--- config.mk ---
export PLATFORM = sky130hd
export DESIGN_NAME = stream_insert_header
export DESIGN_NICKNAME = d
export VERILOG_FILES = /design/src/rtl/stream_insert_header_pkg.sv /design/src/rtl/stream_keep_cnt.sv /design/src/rtl/stream_insert_header.sv
export SDC_FILE = /design/constraint.sdc
export NUM_CORES = 1
export LEC_CHECK = 0
export CORE_ASPECT_RATIO = 2
export CORE_UTILIZATION = 40
export DETAILED_ROUTE_END_ITERATION = 7
export GPL_TIMING_DRIVEN = 0
export HOLD_SLACK_MARGIN = 0.06
export PLACE_DENSITY = 0.64
export SYNTH_ARGS = -nofsm -noshare
export SYNTH_HDL_FRONTEND = slang
export SYNTH_HIERARCHICAL = 1
export SYNTH_SLANG_ARGS = --single-unit
export TNS_END_PERCENT = 10
--- constraint.sdc ---
create_clock -name clk -period 2.7 [get_ports clk]
set_input_delay 0.81 -clock clk [delete_from_list [all_inputs] [get_ports clk]]
set_output_delay 0.81 -clock clk [all_outputs]
set_load 0.005 [all_outputs]
--- src/rtl/stream_insert_header_pkg.sv ---
// Shared definitions for the stream header insert/remove blocks.
// Lane ordering: lane DATA_BYTE_WD-1 (MSB byte) is first in stream order,
// so keep masks are contiguous from the MSB lane downward.
package stream_insert_header_pkg;

  typedef enum logic [1:0] {
    S_HDR  = 2'd0,
    S_BODY = 2'd1,
    S_TAIL = 2'd2
  } state_t;

  // Widest bus the mask helper can describe; callers size-cast down to W.
  localparam int MAX_BYTES = 64;

  // Byte count -> keep mask with the top cnt lanes of a w-lane beat set.
  function automatic logic [MAX_BYTES-1:0] keep_mask(input int w, input int cnt);
    logic [MAX_BYTES-1:0] m;
    m = '0;
    for (int i = 0; i < MAX_BYTES; i++)
      if (i < w && i >= w - cnt) m[i] = 1'b1;
    return m;
  endfunction

endpackage

--- src/rtl/stream_keep_cnt.sv ---
// MSB-contiguous keep -> byte count, plus a flag for holes in the mask.
// Shared with the header-removal block.
module stream_keep_cnt #(
  parameter int W  = 4,
  parameter int CW = $clog2(W + 1)
) (
  input  logic [W-1:0]  keep,
  output logic [CW-1:0] cnt,
  output logic          noncontig
);

  // run[i] is set when every lane from the MSB down to lane i is kept.
  logic [W-1:0] run;

  for (genvar g = 0; g < W; g++) begin : g_lane
    assign run[g] = &keep[W-1:g];
  end

  // Count of the contiguous run; any kept lane outside it is a hole.
  always_comb begin
    cnt = '0;
    for (int i = 0; i < W; i++) cnt = cnt + CW'(run[i]);
  end

  assign noncontig = |(keep & ~run);

endmodule

--- src/rtl/stream_insert_header.sv ---
// Prepends a 1..W byte header to a keep/last byte stream and re-packs the
// payload so every output beat is byte-dense. One registered output stage.
// Optional: define STREAM_INSERT_KEEP_CHECK_EN to add the sticky keep_err flag.
module stream_insert_header
  import stream_insert_header_pkg::*;
#(
  parameter int DATA_WD      = 32,
  parameter int DATA_BYTE_WD = DATA_WD / 8,
  parameter int BYTE_CNT_WD  = $clog2(DATA_BYTE_WD)
) (
  input  logic                    clk,
  input  logic                    rstn,
  input  logic                    valid_in,
  input  logic [DATA_WD-1:0]      data_in,
  input  logic [DATA_BYTE_WD-1:0] keep_in,
  input  logic                    last_in,
  output logic                    ready_in,
  output logic                    valid_out,
  output logic [DATA_WD-1:0]      data_out,
  output logic [DATA_BYTE_WD-1:0] keep_out,
  output logic                    last_out,
  input  logic                    ready_out,
`ifdef STREAM_INSERT_KEEP_CHECK_EN
  output logic                    keep_err,
`endif
  input  logic                    valid_insert,
  input  logic [DATA_WD-1:0]      data_insert,
  input  logic [BYTE_CNT_WD-1:0]  byte_insert_cnt,
  output logic                    ready_insert
);

  localparam int W  = DATA_BYTE_WD;
  localparam int NW = $clog2(W + 1);

  state_t             state, state_nxt;
  logic [DATA_WD-1:0] resid, resid_nxt;     // carried bytes, right-aligned
  logic [NW-1:0]      hdr_n, hdr_n_nxt;     // header length N of this packet
  logic [NW-1:0]      tail_n, tail_n_nxt;   // valid bytes left for the tail beat

  logic               slot_free, fire_in, fire_insert;
  logic               rdy_in_c, rdy_ins_c, load;
  logic [DATA_WD-1:0] beat_data, beat_bmask;
  logic [W-1:0]       beat_keep;
  logic               beat_last;
  logic [NW-1:0]      v_cnt, ins_n;
  logic               keep_noncontig;

  assign slot_free    = !valid_out || ready_out;
  assign ready_in     = rdy_in_c & rstn;
  assign ready_insert = rdy_ins_c & rstn;
  assign fire_in      = valid_in & ready_in;
  assign fire_insert  = valid_insert & ready_insert;
  assign ins_n        = NW'(byte_insert_cnt) + NW'(1);

  stream_keep_cnt #(.W(W), .CW(NW)) u_keep_cnt (
    .keep      (keep_in),
    .cnt       (v_cnt),
    .noncontig (keep_noncontig)
  );

  // Mask of the low n bytes; n == W yields all ones (shift past width is 0).
  function automatic logic [DATA_WD-1:0] low_bytes(input int n);
    return ~({DATA_WD{1'b1}} << (8 * n));
  endfunction

  // Invalid lanes are zeroed before they reach the output register.
  for (genvar g = 0; g < W; g++) begin : g_lane
    assign beat_bmask[8*g +: 8] = {8{beat_keep[g]}};
  end

  // Next-state, handshakes and the beat to load into the output register.
  always_comb begin : p_fsm
    int n_i, v_i;
    n_i        = int'(hdr_n);
    v_i        = int'(v_cnt);
    state_nxt  = state;
    resid_nxt  = resid;
    hdr_n_nxt  = hdr_n;
    tail_n_nxt = tail_n;
    rdy_in_c   = 1'b0;
    rdy_ins_c  = 1'b0;
    load       = 1'b0;
    beat_data  = '0;
    beat_keep  = '0;
    beat_last  = 1'b0;
    case (state)
      S_HDR: begin
        rdy_ins_c = 1'b1;
        if (fire_insert) begin
          resid_nxt = data_insert & low_bytes(int'(ins_n));
          hdr_n_nxt = ins_n;
          state_nxt = S_BODY;
        end
      end
      S_BODY: begin
        rdy_in_c = slot_free;
        if (fire_in) begin
          load      = 1'b1;
          beat_data = (resid << (8 * (W - n_i))) | (data_in >> (8 * n_i));
          resid_nxt = data_in & low_bytes(n_i);
          if (!last_in) begin
            beat_keep = '1;
          end else if (v_i + n_i <= W) begin
            // Last beat fits alongside the carried bytes.
            beat_keep = W'(keep_mask(W, n_i + v_i));
            beat_last = 1'b1;
            state_nxt = S_HDR;
          end else begin
            // Spill: the low bytes of this beat need one more output beat.
            beat_keep  = '1;
            tail_n_nxt = NW'(v_i + n_i - W);
            state_nxt  = S_TAIL;
          end
        end
      end
      S_TAIL: begin
        if (slot_free) begin
          load      = 1'b1;
          beat_data = resid << (8 * (W - n_i));
          beat_keep = W'(keep_mask(W, int'(tail_n)));
          beat_last = 1'b1;
          state_nxt = S_HDR;
        end
      end
      default: state_nxt = S_HDR;
    endcase
  end

  // State and residue registers.
  always_ff @(posedge clk or negedge rstn) begin
    if (!rstn) begin
      state  <= S_HDR;
      resid  <= '0;
      hdr_n  <= NW'(1);
      tail_n <= '0;
    end else begin
      state  <= state_nxt;
      resid  <= resid_nxt;
      hdr_n  <= hdr_n_nxt;
      tail_n <= tail_n_nxt;
    end
  end

  // Output register: load only into a free slot, drop valid once taken.
  always_ff @(posedge clk or negedge rstn) begin
    if (!rstn) begin
      valid_out <= 1'b0;
      data_out  <= '0;
      keep_out  <= '0;
      last_out  <= 1'b0;
    end else if (load) begin
      valid_out <= 1'b1;
      data_out  <= beat_data & beat_bmask;
      keep_out  <= beat_keep;
      last_out  <= beat_last;
    end else if (ready_out) begin
      valid_out <= 1'b0;
    end
  end

`ifdef STREAM_INSERT_KEEP_CHECK_EN
  logic keep_bad;
  assign keep_bad = (!last_in && keep_in != '1) || keep_noncontig ||
                    (last_in && keep_in == '0);

  // Sticky malformed-keep flag; only reset clears it.
  always_ff @(posedge clk or negedge rstn) begin
    if (!rstn)                    keep_err <= 1'b0;
    else if (fire_in && keep_bad) keep_err <= 1'b1;
  end
`else
  logic unused_keep_noncontig;
  assign unused_keep_noncontig = keep_noncontig;
`endif

endmodule

## Word-level counts from Yosys, hierarchy flattened

Index checks and enable logic that the tools add are counted.

- Register bits: 78
- Word-level logic and storage cells: 95

- Add/subtract/negate cells: 9
- Magnitude comparators: 9
- Equality and inequality tests: 6
- Shift-type cells: 4
- Multiplexer cells: 36
- Bitwise logic cells: 11
- Reductions and logical operators: 12

Operator list:

| cell | number |
|---|---|
| $ge A3 B32 Y1 const A | 4 |
| $mux W32 | 4 |
| $pmux W32 S2 | 2 |
| $and A32 B32 Y32 | 3 |
| $ge A1 B32 Y1 const A | 2 |
| $ge A2 B32 Y1 const A | 2 |
| $not A32 Y32 | 2 |
| $shl A32 B6 Y32 const A | 2 |
| $or A32 B32 Y32 | 1 |
| $shl A32 B32 Y32 | 1 |
| $shr A32 B6 Y32 | 1 |
| $mux W1 | 17 |
| $mux W4 | 4 |
| $reduce_and A4 Y1 | 3 |
| $mux W2 | 5 |
| $ne A2 B2 Y1 const B | 4 |
| $pmux W4 S2 | 1 |
| $sub A3 B3 Y4 const A | 2 |
| $add A3 B1 Y3 | 2 |
| $pmux W2 S3 | 1 |
| $reduce_and A3 Y1 | 2 |
| $sub A3 B4 Y5 const A | 1 |
| $add A3 B3 Y4 | 1 |
| $and A1 B1 Y1 | 4 |
| other kinds (13) | 16 |

## Logic depth before layout (Yosys ltp)

Gate-level depths: netlist (run 1).

- Word-level depth: 13
- Gate-level depth with buffers: 13
- Gate-level depth less buffers: 13

## By module

Netlist (run 1), hierarchy kept.

By module, submodules not included:

| module | times used | cells an instance | area each (um2) |
|---|---|---|---|
| stream_insert_header | 1 | 536 | 5057.4 |
| stream_keep_cnt | 1 | 9 | 72.6 |

## Worst setup path before layout (run 1)

OpenSTA, ideal clock, no wires.

- Path type: in2reg
- Start: input keep_in[3]
- End: register tail_n[2]
- Setup time: 0.128 ns
- Arrival time: 3.057 ns
- Slack: -0.485 ns
- Stages: 9
- Path buffers: 0
- Path through: and3_2 -> ha_1 -> ha_1 -> inv_1 -> fa_1 -> ha_1 -> o211ai_1 -> and3_1 -> mux2_1

- Longest elaborated chain between the ends: 8
- Elaborated cells on any way between the ends: 11
- Classes of those cells: 5 x add/sub; 1 x order compare; 1 x bitwise; 4 x reduce/logical

RTL lines:

| what | RTL line | RTL |
|---|---|---|
| from (decl) | stream_insert_header.sv:15 | `input logic [DATA_BYTE_WD-1:0] keep_in,` |
| $reduce_and A4 Y1 / $reduce_and A3 Y1 (equally long branches) | stream_keep_cnt.sv:16 | `assign run[g] = &keep[W-1:g];` |
| $add A1 B1 Y2 | stream_keep_cnt.sv:22 | `for (int i = 0; i < W; i++) cnt = cnt + CW'(run[i]);` |
| $add A3 B1 Y3 | stream_keep_cnt.sv:22 |  |
| $add A3 B1 Y3 (*) | stream_keep_cnt.sv:22 |  |
| named net v_cnt[1] | stream_insert_header.sv:45 | `logic [NW-1:0] v_cnt, ins_n;` |
| $add A3 B3 Y4 (*) | stream_insert_header.sv:111 | `tail_n_nxt = NW'(v_i + n_i - W);` |
| $le A4 B3 Y1 | stream_insert_header.sv:103 | `end else if (v_i + n_i <= W) begin` |
| $not A1 Y1 (no source line) | -- |  |
| $reduce_and A4 Y1 (no source line) | -- |  |
| to (signal assigned) | stream_insert_header.sv:140 | `tail_n <= tail_n_nxt;` |
| to (decl) | stream_insert_header.sv:38 | `logic [NW-1:0] tail_n, tail_n_nxt;` |

The timed path passes the listed nets; every way through them passes the cells marked *.
A chain may end at the register's enable or synchronous reset.

## Final worst setup path (run 1)

- Start: input keep_in[2]
- End: register data_out[15]

- Longest elaborated chain between the ends: 13
- Elaborated cells on any way between the ends: 16
- Classes of those cells: 5 x add/sub; 2 x order compare; 5 x mux; 1 x bitwise; 3 x reduce/logical

RTL lines:

| what | RTL line | RTL |
|---|---|---|
| $reduce_and A4 Y1 / $reduce_and A3 Y1 (equally long branches) | stream_keep_cnt.sv:16 |  |
| $add A1 B1 Y2 | stream_keep_cnt.sv:22 |  |
| $add A3 B1 Y3 (*) (2 in series) | stream_keep_cnt.sv:22 |  |
| named net v_cnt[1] | stream_insert_header.sv:45 |  |
| $add A3 B3 Y4 (*) | -- |  |
| $sub A3 B4 Y5 | -- |  |
| $ge A2 B32 Y1 | stream_insert_header_pkg.sv:20 | `if (i < w && i >= w - cnt) m[i] = 1'b1;` |
| $mux W1 | stream_insert_header_pkg.sv:20 |  |
| $mux W4 (*) | stream_insert_header.sv:103 |  |
| $mux W4 (*) | stream_insert_header.sv:101 | `if (!last_in) begin` |
| $mux W4 (*) | stream_insert_header.sv:97 | `if (fire_in) begin` |
| $pmux W4 S2 (*) | stream_insert_header.sv:86 | `case (state)` |
| $and A32 B32 Y32 (*) | stream_insert_header.sv:153 | `data_out <= beat_data & beat_bmask;` |
| to (signal assigned) | stream_insert_header.sv:153 |  |
| to (decl) | stream_insert_header.sv:19 | `output logic [DATA_WD-1:0] data_out,` |

Marks and branches as above.

==> results of run 1 <==
## path summary, 6_finish.rpt
kind | start | end | slack [ns] | depth (start not counted)
setup / recovery | keep_in[2] | data_out[15] | -0.18 | 13
min in group clk | data_out[29] | data_out[29] | 0.48 | 2
setup reg to reg | hdr_n[1] | data_out[25] | -0.13 | 10
hold reg to reg | data_out[29] | data_out[29] | 0.48 | 2
max in group asynchronous | rstn | data_out[10] | 1.88 | 2
hold / removal | rstn | data_out[30] | 0.29 | 1
## sequential cells by signal, indices dropped and copies added (netlist names)
signal	cells
tail_n	3
last_out	1
valid_out	1
resid	32
hdr_n	3
keep_out	4
data_out	32
state	2
## layout make-up
class                   instances  share of cell area
multi-input cells             414               0.442
flip-flops and latches         78               0.272
repair buffers                124               0.180
clock buffers                  11              0.0337
plain buffers                  31              0.0277
well taps                     150              0.0261
inverters                      21              0.0110
clock inverters                 5             0.00800
## metal layers
metal	up-vias	routed length, um
li1	2316	-
met1	2633	6770
met2	194	12600
met3	68	811
met4	0	1570
met5	-	0
## timing repair
item	in CTS	in global routing
gates resized for setup	61	12
gates cloned	3	0
setup buffers	7	0
pin swaps	19	5
endpoints found under the setup margin	43	38
## power groups by stage
stage                     Combinational (uW)  Sequential (uW)  Clock, uW
after global placement                  4440             2230          0
after detailed placement                4520             2250          0
final                                   5030             2250       1260
after CTS                               4910             2240       1270
after floorplan                         2740             2030          0
after global routing                    5420             2280       1310
## through the flow
step	instances	setup WS (ns)	hold slack [ns]	instance area, um2
after floorplan	542	-0.295	0.449	5180
after global placement	807	-3.11	0.465	6520
after detailed placement	808	-1.18	0.468	6540
after CTS	834	-0.174	0.302	7140
after global routing	834	-0.276	0.308	7190
final	834	-0.175	0.294	7190
==> impl_metrics.csv, run 1 <==
group,metric,value,unit
synth,syn-cell-area,5110,um2
route,ant_nets,0,
global_route,top_usage_layer,"met2",
place,numPortBuffers,115,
clock_network,cts_buffers,9,
worst_setup_path,crit_type,"input pin to flop",
global_route,met1_usage,0.308,
global_route,grt_pass1_wl,31400,um
power_and_ir_drop,finalPower,8540,uW
worst_setup_path,path_cells,"buf_8, and3_4, ha_4, ha_4, inv_2, fa_2, inv_2, ha_4, nand2_2, o211ai_1, o21ai_2, nand3_2, o211a_1",
power_and_ir_drop,power.density,1190,nW/um2
floorplan,initial_utilization,0.409,
sta,finClkSkew,0.00891,ns
power_and_ir_drop,p_comb_frac,0.589,
route,wirelength,21800,um
layout,antenna_cells,0,
synth,syn_nets,638,
worst_setup_path,crit_slowest_cell,"fa_2",
layout,multiInputGateArea,3180,um2
synth,synth_cells,542,
floorplan,core,12500,um2
worst_setup_path,arrival,3.10,ns
route,routedWlPerCell,26.1,um
floorplan,chipWidth,81.9,um
place,post-dp-hpwl,17100,um
worst_setup_path,crit_family,"adder cells",
power_and_ir_drop,pwr-share-clk,0.148,
sta,maxSlewViolCount,0,
global_route,grt_overflow,0,
power_and_ir_drop,vdd_drop_max,0.000696,V
layout,mostFrequentLayoutCell,"clkdlybuf4s50_1",
layout,fillers,1132,
sta,worst_slack,-0.175,ns
route,drtIter0Drc,457,
global_route,grt_max_degree,40,
clock_network,cts_root_buf,"clkbuf_16",
sta,worst_pin_slew,0.861,ns
worst_setup_path,worstSetupEndpointType,"flop",
floorplan,placementRows,58,
floorplan,die_y,162,um
clock_network,cts_tree,"built",
worst_setup_path,crit_top_cell,"ha_4",
clock_network,cts_hold_buf,0,
global_route,grtUsageMet2,0.663,
sta,hold_viol,0,
place,place_congestion,0.892,
outcome,status,"finished, violations left",
route,first_pass_iters,8,
route,routed_via_density,6.25,
layout,seqCellArea,1950,um2
power_and_ir_drop,p_leak,0.00303,uW
sta,period_minus_slack,2.88,ns
layout,drive_above_1_share,0.170,
clock_network,cts.sinks,78,
global_route,use_met3,0.0382,
sta,fmax,348,MHz
clock_network,clk_latency,0.34,ns
route,vias,5211,
sta,post-route-period-util,1.06,
clock_network,htreeDepth,3,
floorplan,dieArea,13300,um2
power_and_ir_drop,p_sw,3930,uW
synth,yosys_warnings,6,
clock_network,path_clk_slew,0.07,ns
outcome,violations,"setup timing",
layout,nNetsFinal,775,
global_route,antenna_found_initial,0,
power_and_ir_drop,swShare,0.460,
layout,syn2layout_area_growth,40.8,%
sta,setup_viol,34,
worst_setup_path,crit_buf_inv,3,
worst_setup_path,crit_fanout,5,
power_and_ir_drop,internal_power,4610,uW
sta,rsz0062_at_grt,"yes",
route,drc,0,
worst_setup_path,cp-start-kind,"input pin",
layout,final_core_util,0.576,
flow_run,maxCapViolations,0,
synth,avgSynthCellArea,9.43,um2
floorplan,ios,116,
global_route,track_usage,0.342,
worst_setup_path,crit_required,2.93,ns
worst_setup_path,max_stage_delay,0.58,ns
layout,layout_common_cells,"107 x clkdlybuf4s50_1, 76 x dfrtp_1, 66 x nand2_1, 36 x nor2_1, 29 x o21ai_0",
clock_network,cts_buffer_depth,2,
power_and_ir_drop,seqPwrFrac,0.263,
sta,max_slew_margin,0.422,
min_path,hold_path.class,"input pin to asynchronous set/reset pin",
sta,fin_setup_tns,-4.07,ns
global_route,grt_pass1_vias,5444,
Power figures use the tool's default switching activity.
==> run 2: changes to the inputs <==
ABC_AREA = 1   (was default)
CAP_MARGIN = 20   (was default)
GPL_TIMING_DRIVEN = default   (was 0)
PLACE_DENSITY = 0.63   (was 0.64)
==> impl_metrics.csv, run 2 <==
group,metric,value,unit
outcome,status,"finished, violations left",
outcome,violations,"setup timing",
route,routed_via_density,5.35,
clock_network,cts_buffers,9,
worst_setup_path,cp-start-kind,"input pin",
clock_network,htreeDepth,3,
power_and_ir_drop,p_sw,4460,uW
floorplan,core,13000,um2
clock_network,cts_buffer_depth,2,
floorplan,chipWidth,83.5,um
global_route,track_usage,0.308,
layout,mostFrequentLayoutCell,"nand2_1",
clock_network,cts_hold_buf,0,
route,drtIter0Drc,312,
sta,worst_pin_slew,0.793,ns
sta,hold_viol,0,
clock_network,cts_tree,"built",
power_and_ir_drop,power.density,1180,nW/um2
place,post-dp-hpwl,16000,um
layout,top_regs,"data_out: 32 flops, resid: 32 flops, keep_out: 4 flops",
global_route,grt_overflow,0,
clock_network,cts.sinks,78,
route,wirelength,20700,um
sta,max_slew_margin,0.466,
place,dpl-instance-area,6940,um2
synth,syn-cell-area,5320,um2
clock_network,clk_latency,0.35,ns
worst_setup_path,regToRegSetupSlack,0.25,ns
route,vias,5914,
power_and_ir_drop,vdd_drop_max,0.00125,V
floorplan,die_y,165,um
synth,synth_cells,807,
synth,syn_nets,903,
floorplan,initial_utilization,0.409,
sta,finClkSkew,0.0141,ns
layout,layout_common_cells,"282 x nand2_1, 109 x clkdlybuf4s50_1, 88 x o21ai_0, 77 x dfrtp_1, 74 x inv_1",
layout,syn2layout_area_growth,40.0,%
place,numPortBuffers,115,
global_route,grt_pass1_wl,32300,um
global_route,antenna_found_initial,0,
sta,worst_slack,-0.152,ns
floorplan,ios,116,
power_and_ir_drop,p_leak,0.00366,uW
sta,post-route-period-util,1.06,
flow_run,maxCapViolations,0,
min_path,hold_path.class,"input pin to asynchronous set/reset pin",
floorplan,dieArea,13800,um2
power_and_ir_drop,seqPwrFrac,0.219,
sta,maxSlewViolCount,0,
synth,avgSynthCellArea,6.59,um2
clock_network,cts_root_buf,"clkbuf_16",
worst_setup_path,crit_fanout,5,
sta,fmax,351,MHz
power_and_ir_drop,pwr-share-clk,0.138,
power_and_ir_drop,p_comb_frac,0.643,
layout,nNetsFinal,1044,
sta,fin_setup_tns,-2.82,ns
global_route,grt_max_degree,74,
power_and_ir_drop,internal_power,4360,uW
layout,antenna_cells,0,
sta,setup_viol,28,
worst_setup_path,reg2reg_depth,8,
route,routedWlPerCell,18.7,um
worst_setup_path,reg2reg_to,"data_out[27]",
sta,period_minus_slack,2.85,ns
place,place_congestion,0.922,
route,drc,0,
floorplan,placementRows,59,
synth,yosys_warnings,6,
worst_setup_path,r2r_start,"hdr_n[0]",
route,ant_nets,0,
clock_network,path_clk_slew,0.07,ns
layout,final_area,7440,um2
worst_setup_path,crit_type,"input pin to flop",
power_and_ir_drop,swShare,0.506,
route,first_pass_iters,5,
worst_setup_path,crit_required,2.98,ns
layout,drive_above_1_share,0.132,
sta,rsz0062_at_grt,"yes",
worst_setup_path,arrival,3.13,ns
worst_setup_path,worstSetupEndpointType,"flop",
global_route,grt_pass1_vias,5978,
==> run 2: area by class of cell <==
| class | instances | area, um2 |
|---|---|---|
| Timing Repair Buffer | 171 | 1620 |
| Inverter | 80 | 300 |
| Clock buffer | 9 | 225 |
| Fill cell | 1291 | 5550 |
| Multi-Input combinational cell | 608 | 3100 |
| Sequential cell | 78 | 1950 |
| Clock inverter | 7 | 62.6 |
| Tap cell | 152 | 190 |
==> run 2: routing by layer <==
| metal | track usage | routed length [um] | share of wire |
|---|---|---|---|
| met1 | 0.342 | 7680 | 0.37 |
| met2 | 0.592 | 11400 | 0.55 |
| met3 | 0.0258 | 690 | 0.033 |
| met4 | 0.139 | 844 | 0.041 |
| met5 | 0 | 0 | 0 |
==> run 2: metrics by stage <==
stage / hold slack (ns) / util / power (uW) / worst slack (ns) / cells
floorplan: 0.442 / - / 5090 / -0.258 / 807
global placement: 0.462 / 0.534 / 7290 / -0.840 / 1081
detailed placement: 0.465 / 0.534 / 7340 / -0.966 / 1081
CTS: 0.304 / 0.565 / 8700 / -0.185 / 1101
global route: 0.304 / 0.573 / 9500 / -0.263 / 1105
finish: 0.305 / 0.573 / 8820 / -0.152 / 1105
==> run 2: what timing repair did <==
item	4_1_cts	5_1_grt
resized for setup	38	17
cloned	1	1
setup buffers	3	2
pin swaps	16	18
endpoints found under the setup margin	42	39
==> run 2: worst max-delay path by stage <==
| stage | slack [ns] | endpoint | from |
|---|---|---|---|
| detailed placement | -0.97 | data_out[19] | keep_in[3] |
| global placement | -0.84 | keep_out[2] | keep_in[3] |
| finish | -0.15 | data_out[19] | keep_in[3] |
| global route | -0.26 | data_out[17] | keep_in[3] |
| floorplan | -0.26 | keep_out[2] | keep_in[3] |
| CTS | -0.19 | data_out[19] | keep_in[3] |
==> run 2: power groups by stage <==
stage          clock [uW]  sequential [uW]  combinational (uW)
5_1_grt              1260             1990                6260
3_3_place_gp            0             1930                5360
6_report             1220             1930                5680
4_1_cts              1220             1930                5550
3_5_place_dp            0             1940                5400
2_1_floorplan           0             1870                3220
==> run 2: worst max-delay path, cell delays in order <==
cell	delay, ns
buf_8	0.10
a21boi_4	0.13
ha_4	0.16
ha_4	0.27
inv_2	0.04
fa_1	0.48
ha_2	0.21
buf_4	0.14
nand3_2	0.06
nand2_1	0.05
inv_1	0.05
nand3_2	0.10
nand2_4	0.11
nand3_4	0.13
nand2_8	0.12
nand3_2	0.08
nand2_1	0.09
==> run 3: changes to the inputs <==
CAP_MARGIN = 25   (was 20)
PLACE_DENSITY = default   (was 0.63)
PLACE_DENSITY_LB_ADDON = 0.3   (was default)
==> impl_metrics.csv, run 3 (same netlist as run 2, synthesis figures left out) <==
group,metric,value,unit
outcome,violations,"setup timing",
sta,worst_slack,-0.124,ns
layout,fin_cells,1094,
worst_setup_path,crit_type,"input pin to flop",
floorplan,initial_utilization,0.409,
clock_network,clk_latency,0.35,ns
power_and_ir_drop,vdd_drop_max,0.000689,V
place,place_congestion,0.996,
layout,syn2layout_area_growth,38.4,%
floorplan,chipWidth,83.5,um
outcome,status,"finished, violations left",
worst_setup_path,worstSetupEndpointType,"flop",
clock_network,path_clk_slew,0.06,ns
sta,finClkSkew,0.00578,ns
flow_run,maxCapViolations,0,
place,place_inst,1074,
place,post-dp-hpwl,14200,um
global_route,grt_max_degree,77,
global_route,antenna_found_initial,0,
route,drtIter0Drc,320,
clock_network,cts_buffer_depth,2,
sta,worst_pin_slew,1.05,ns
sta,post-route-period-util,1.05,
global_route,track_usage,0.280,
floorplan,dieArea,13800,um2
clock_network,htreeDepth,3,
route,drc,0,
route,ant_nets,0,
layout,layout_common_cells,"283 x nand2_1, 109 x clkdlybuf4s50_1, 88 x o21ai_0, 77 x dfrtp_1, 72 x inv_1",
clock_network,cts.sinks,78,
floorplan,die_y,165,um
sta,maxSlewViolCount,0,
floorplan,placementRows,59,
place,numPortBuffers,115,
sta,period_minus_slack,2.82,ns
sta,setup_viol,31,
worst_setup_path,cp-start-kind,"input pin",
layout,fillers,1290,
global_route,grt_overflow,0,
sta,hold_viol,0,
worst_setup_path,crit_required,2.94,ns
layout,multiInputGateArea,3090,um2
layout,seqCellArea,1950,um2
global_route,grt_pass1_vias,5756,
place,dpl-instance-area,6890,um2
layout,nNetsFinal,1034,
route,wirelength,18700,um
layout,top_regs,"data_out: 32 flops, resid: 32 flops, keep_out: 4 flops",
route,vias,5901,
min_path,hold_path.class,"input pin to asynchronous set/reset pin",
sta,fmax,354,MHz
layout,antenna_cells,0,
floorplan,ios,116,
sta,rsz0062_at_grt,"yes",
clock_network,cts_tree,"built",
power_and_ir_drop,p_leak,0.00359,uW
route,routed_via_density,5.39,
worst_setup_path,crit_fanout,5,
layout,drive_above_1_share,0.123,
sta,max_slew_margin,0.294,
floorplan,core,13000,um2
layout,mostFrequentLayoutCell,"nand2_1",
layout,final_area,7360,um2
clock_network,cts_buffers,9,
global_route,grt_pass1_wl,29600,um
worst_setup_path,arrival,3.06,ns
route,first_pass_iters,5,
clock_network,cts_root_buf,"clkbuf_16",
power_and_ir_drop,power.density,1160,nW/um2
route,routedWlPerCell,17.1,um
## run 3: cell count changes in the layout (fill, tap and decap cells not counted), sizes merged
cell | previous run | this run
clkinvlp | 1 | 2
nand2 | 294 | 293
inv | 83 | 79
buf | 60 | 52
clkinv | 3 | 4
## run 3: critical path: stages
cell	delay, ns
buf_4	0.13
nand2_2	0.06
nor2_2	0.05
ha_4	0.16
ha_4	0.26
inv_2	0.04
fa_2	0.58
ha_4	0.15
inv_2	0.04
nand3_4	0.06
nand2_4	0.07
nor2_4	0.17
nand3_2	0.12
nand3_4	0.11
nand2_4	0.10
nand3_2	0.12
nand2_2	0.05
## run 3: repair_timing
| action | 4_1_cts | 5_1_grt |
|---|---|---|
| gates resized for setup | 38 | 15 |
| setup endpoints to repair | 42 | 37 |
| gates cloned | 1 | 0 |
| pin swaps | 17 | 15 |
| buffers inserted | 2 | 1 |
| hold buffers | 0 | 0 |
## run 3: area by class of cell
cell class	instances	area share
clock buffers	10	0.0311
clock inverters	5	0.00510
flip-flops and latches	78	0.265
well taps	152	0.0258
repair buffers	162	0.212
multi-input cells	607	0.420
inverters	80	0.0408
## run 3: final timing paths
kind | slack [ns] | depth (start not counted) | endpoint | startpoint
min | 0.26 | 1 | resid[29] | rstn
min reg2reg | 0.47 | 2 | resid[10] | resid[10]
max in group asynchronous | 1.59 | 3 | hdr_n[0] | rstn
min in group clk | 0.47 | 2 | resid[10] | resid[10]
max | -0.12 | 17 | data_out[16] | keep_in[2]
max reg2reg | 0.12 | 11 | data_out[7] | hdr_n[0]
## run 3: report_power, final
group,internal [uW],switching [uW]
combinational,2010,3460
sequential,1620,303
clock,619,508
total,4250,4270
## run 3: stage by stage
stage / hold slack [ns] / TNS, ns / util / total power (uW) / worst slack (ns)
6_report: 0.260 / -1.66 / 0.567 / 8520 / -0.124
5_1_grt: 0.262 / -5.03 / 0.567 / 9160 / -0.227
4_1_cts: 0.257 / -1.71 / 0.559 / 8370 / -0.134
3_5_place_dp: 0.459 / -33.39 / 0.530 / 7120 / -0.916
3_3_place_gp: 0.457 / -31.08 / 0.530 / 7100 / -0.834
2_1_floorplan: 0.442 / -6.40 / - / 5090 / -0.258
## run 3: per-layer routing
| layer | wire (um) | part of all wire | up-vias | track usage |
|---|---|---|---|---|
| met4 | 957 | 0.051 | 0 | 0.166 |
| met3 | 833 | 0.044 | 51 | 0.0313 |
| met5 | 0 | 0 | - | 0 |
| li1 | - | - | 2873 | - |
| met2 | 10100 | 0.54 | 232 | 0.524 |
| met1 | 6900 | 0.37 | 2745 | 0.302 |
==> variant 1: new RTL, config.mk and constraints of run 2 <==
Add a define of `STREAM_INSERT_KEEP_CHECK_EN`.
--- a/src/rtl/stream_insert_header.sv
+++ b/src/rtl/stream_insert_header.sv
@@ -2,4 +2,6 @@
 // payload so every output beat is byte-dense. One registered output stage.
 // Optional: define STREAM_INSERT_KEEP_CHECK_EN to add the sticky keep_err flag.
+`define STREAM_INSERT_KEEP_CHECK_EN
+
 module stream_insert_header
   import stream_insert_header_pkg::*;
Behaviour (old outputs only; new: keep_err): unchanged (Yosys induction, for registers that start in step).
==> variant 1 against run 2 <==
- the run ends with design-rule violations, negative setup slack left
- sequential cell count is 1 higher
- wire length increased by 3.5%
- final area increased by 1.9%
- synthesized cell count rose by 1.1%
- final cell count rose by 0.45%
- area after synthesis grew 2.8%
- worst setup slack better by 0.042 ns
- power is 0.51% higher
- critical path type unchanged
- largest cell class unchanged
- largest power group unchanged
==> variant 1: results (changes against run 2) <==
number of global-route vias before repair=6117 (+2.3%); Net Count, Synth=912 (+1.0%); met2 global-route usage=0.5840 (-0.007702); fin nets=1046 (+0.19%); failing checks=design-rule violations, negative setup slack; Slew headroom=0.4989 (+0.03314); Port Buf Inserts=116 (+0.87%); sequential share of power=0.229 (+0.010); final clock skew=0.01394 ns (-0.0001575 ns); setup violators final=27 (-3.6%); post-route cell area=7589 sq um (+1.9%); final wirelength=21.38 mm (+3.5%); DP HPWL=17.10 mm (+6.8%); Placed Cells incl. Taps=1089 (+0.74%); Gate power share=0.630 (-0.013); Max IR drop VDD=697.0 uV (-44%); run status=finished with violations; ratio of cells with drive above 1 in the final layout=0.1476 (+0.01543); worst hold margin=0.2823 ns (-0.02252 ns); worst endpoint data arrival time=3.05 ns (-0.08 ns); Setup TNS Final=-1.809 ns (+1.014 ns); M1 GR Usage=0.3249 (-0.01753); DP Worst Slack=-1.097 ns (-0.1302 ns); fillers=1270 (-1.6%); worst reg2reg endpoint=data_out[23]; flop-to-flop setup slack=0.28 ns (+0.03 ns); Worst Reg-to-Reg Cells=14 (+6); dpl cell area=7084 sq um (+2.0%); GP Congestion=0.9732 (+5.6%); htree depth=3 (unchanged); clk slew on worst S/H paths=0.07 ns (about the same); largest net degree at the start of global routing=81 (+9.5%); P_leak=3.567 nW (-2.5%); Vias/cell=5.390 (+0.71%); First-pass DRT Iterations=8 (+3); Sw Ratio=0.4946 (-0.01134); mean area per synthesized cell=6.696 sq um (+1.6%); Comb power=5.58 mW (-2%); post-layout instance count excluding filler cells=1110 (+0.45%); Post-route DRC=2 (+2); GR Util All Layers=0.3145 (+0.006192); Iteration-0 DRC Markers=361 (+16%); Top FF cell, synth=dfrtp_1; final slew viol count=0 (unchanged); routing usage on met3=0.03302 (+0.007176); first-pass GRT wire length=33.22 mm (+2.9%); final worst setup slack=-0.1097 ns (+0.04208 ns)
[variant 1: layout make-up]
cell class	instances	area share
inverter	97	0.04864
clock buffer	9	0.02968
clock inverter	7	0.01022
tap	155	0.02556
timing repair buffer	162	0.2046
multi-input combinational	601	0.4206
sequential	79	0.2607
[variant 1: critical path, stage by stage]
cell and delay [ns]:
buf_8 0.10, a21boi_4 0.13, ha_4 0.16, ha_4 0.26, inv_2 0.03, fa_2 0.58
ha_4 0.15, inv_2 0.04, nand3_4 0.06, nand2_4 0.07, nor2_4 0.12, nand3_2 0.10
nand3_4 0.13, nand2_4 0.11, nand3_2 0.12, nand2_1 0.06
[variant 1: kinds of logic after synthesis]
kind of cell | synth area share
adders and majority gates | 0.04717
and+or+nand+nor | 0.3052
muxes | 0.001832
DFF | 0.3620
buffers and inverters | 0.1044
xor gates and xnor gates | 0.001603
AOI/OAI and AO/OA | 0.1777
[variant 1: worst max path at each step]
stage / startpoint / end / slack, ns / cells after the start
6_report: keep_in[3] / data_out[23] / -0.11 / 16
5_1_grt: keep_in[3] / data_out[23] / -0.19 / 16
4_1_cts: keep_in[3] / data_out[13] / -0.12 / 14
3_5_place_dp: keep_in[2] / data_out[15] / -1.10 / 16
3_3_place_gp: keep_in[2] / keep_out[2] / -1.01 / 17
2_1_floorplan: keep_in[3] / keep_out[2] / -0.22 / 15
[variant 1: repair_timing]
item | in CTS | in global routing
setup buffers | 3 | 1
resized for setup | 48 | 20
endpoints found under the setup margin | 42 | 40
gates cloned | 1 | 0
pin swaps | 19 | 13
[variant 1: layer usage]
metal | part of all wire | up-vias
met5 | 0 | -
met4 | 0.073 | 0
met3 | 0.037 | 66
met2 | 0.54 | 218
met1 | 0.35 | 2813
li1 | - | 2886
==> variant 2: new RTL, settings of run 2 <==
Without the edit above. Encoding of `state_t`: now one-hot (3 bits for 3 states).
--- a/src/rtl/stream_insert_header_pkg.sv
+++ b/src/rtl/stream_insert_header_pkg.sv
@@ -4,8 +4,8 @@
 package stream_insert_header_pkg;
 
-  typedef enum logic [1:0] {
-    S_HDR  = 2'd0,
-    S_BODY = 2'd1,
-    S_TAIL = 2'd2
+  typedef enum logic [2:0] {
+    S_HDR  = 3'b001,
+    S_BODY = 3'b010,
+    S_TAIL = 3'b100
   } state_t;
 
Check against the original RTL: same outputs for any inputs over 4 cycles, from zero or initial values and one cycle with rstn low; so few cycles prove little.
==> variant 2 against run 2 <==
- wire length increased by 2.8%
- final area increased by 0.17%
- the flow finishes with violations (design-rule violations, negative setup slack)
- power decreased by 8.1%
- critical path type unchanged
- worst setup slack got worse by 0.028 ns
- non-clock buffer count decreased by 15
- critical endpoint is now data_out[16]
- sequential cell count increased by 1
- clock skew decreased by 0.0033 ns
- area after synthesis increased by 2.0%
==> variant 2: results (changes against run 2) <==
Tightest Pin Transition=0.7708 ns (-0.02223 ns); Worst Setup SP=keep_in[3]; ratio of cells with drive above 1 in the final layout=0.1491 (+0.01693); dpl cell area=6822 sq um (-1.8%); P_leak=3.647 nW (-0.34%); Post-route DRC=5 (+5); fin nets=1020 (-2.3%); run status=finished with violations; GP Congestion=0.9281 (+0.71%); First-pass DRT Iterations=7 (+2); Worst Reg-to-Reg Cells=13 (+5); final worst setup slack=-0.1795 ns (-0.02764 ns); Net Sw Power=3.779 mW (-15%); first-pass GRT wire length=33.14 mm (+2.6%); DP HPWL=16.00 mm (about the same); CP Max Fanout=8 (+3); crit-path max cell delay=0.59 ns (+0.11 ns); fillers=1258 (-2.6%); failing checks=design-rule violations, negative setup slack; CP endpoint=data_out[16]; crit path max-delay cell type=fa_2; setup violators final=27 (-3.6%); Vias/cell=5.405 (+0.99%); Max IR drop VDD=894.6 uV (-28%); flop-to-flop setup slack=0.19 ns (-0.06 ns); number of global-route vias before repair=5965 (-0.22%); worst endpoint data arrival time=3.10 ns (-0.03 ns); Net Count, Synth=885 (-2.0%); GR Util All Layers=0.3135 (+0.005200); final wirelength=21.22 mm (+2.8%)
==> variant 2: critical path, delay by kind of cell <==
family / cells / cell delay (ns)
simple gates: 7 / 0.60
buf+inv: 3 / 0.17
fa+ha+maj: 4 / 1.17
compound gates: 2 / 0.34
==> variant 2: metrics by stage <==
| stage | instances | TNS (ns) | util | worst slack (ns) | hold WS (ns) |
|---|---|---|---|---|---|
| floorplan | 792 | -7.197 | - | -0.2802 | 0.4492 |
| global placement | 1059 | -33.04 | 0.5191 | -0.9736 | 0.4618 |
| detailed placement | 1059 | -35.34 | 0.5191 | -1.018 | 0.4638 |
| CTS | 1085 | -3.765 | 0.5634 | -0.2045 | 0.4201 |
| global route | 1084 | -5.989 | 0.5674 | -0.2582 | 0.4280 |
| finish | 1084 | -3.597 | 0.5674 | -0.1795 | 0.4273 |
==> variant 2: worst min-delay path by stage <==
stage                        end  slack, ns  cells past startpoint
global placement    data_out[11]       0.46                      2
floorplan              resid[24]       0.45                      2
detailed placement  data_out[14]       0.46                      2
finish                 resid[26]       0.43                      2
CTS                    resid[21]       0.42                      2
global route           resid[21]       0.43                      2
==> variant 2: timing repair <==
item,4_1_cts,5_1_grt
setup endpoints to repair,43,34
endpoints found under the hold margin,0,0
buffers inserted,8,2
resized for setup,59,27
pin swaps,21,20
gates cloned,2,0
==> variant 2: metal layers <==
layer	global-route usage	wire length, um	vias up
li1	-	-	2835
met1	0.3475	7880	2750
met2	0.5716	11120	210
met3	0.03518	912	64
met4	0.1776	1307	0
met5	0	0	-
==> variant 2: layout make-up <==
type / instances / share of cell area
Clock buffer: 10 / 0.03205
Clock inverter: 6 / 0.01225
Inverter: 84 / 0.04363
Multi-Input combinational cell: 597 / 0.4204
Sequential cell: 79 / 0.2655
Tap cell: 152 / 0.02551
Timing Repair Buffer: 156 / 0.2007
==> variant 2: power groups by stage <==
stage / combinational, mW / clock, mW / sequential, mW
floorplan: 2.66 / 0 / 2.01
global placement: 4.26 / 0 / 2.08
detailed placement: 4.29 / 0 / 2.10
CTS: 4.46 / 1.39 / 2.09
global route: 5.11 / 1.43 / 2.14
finish: 4.64 / 1.37 / 2.10
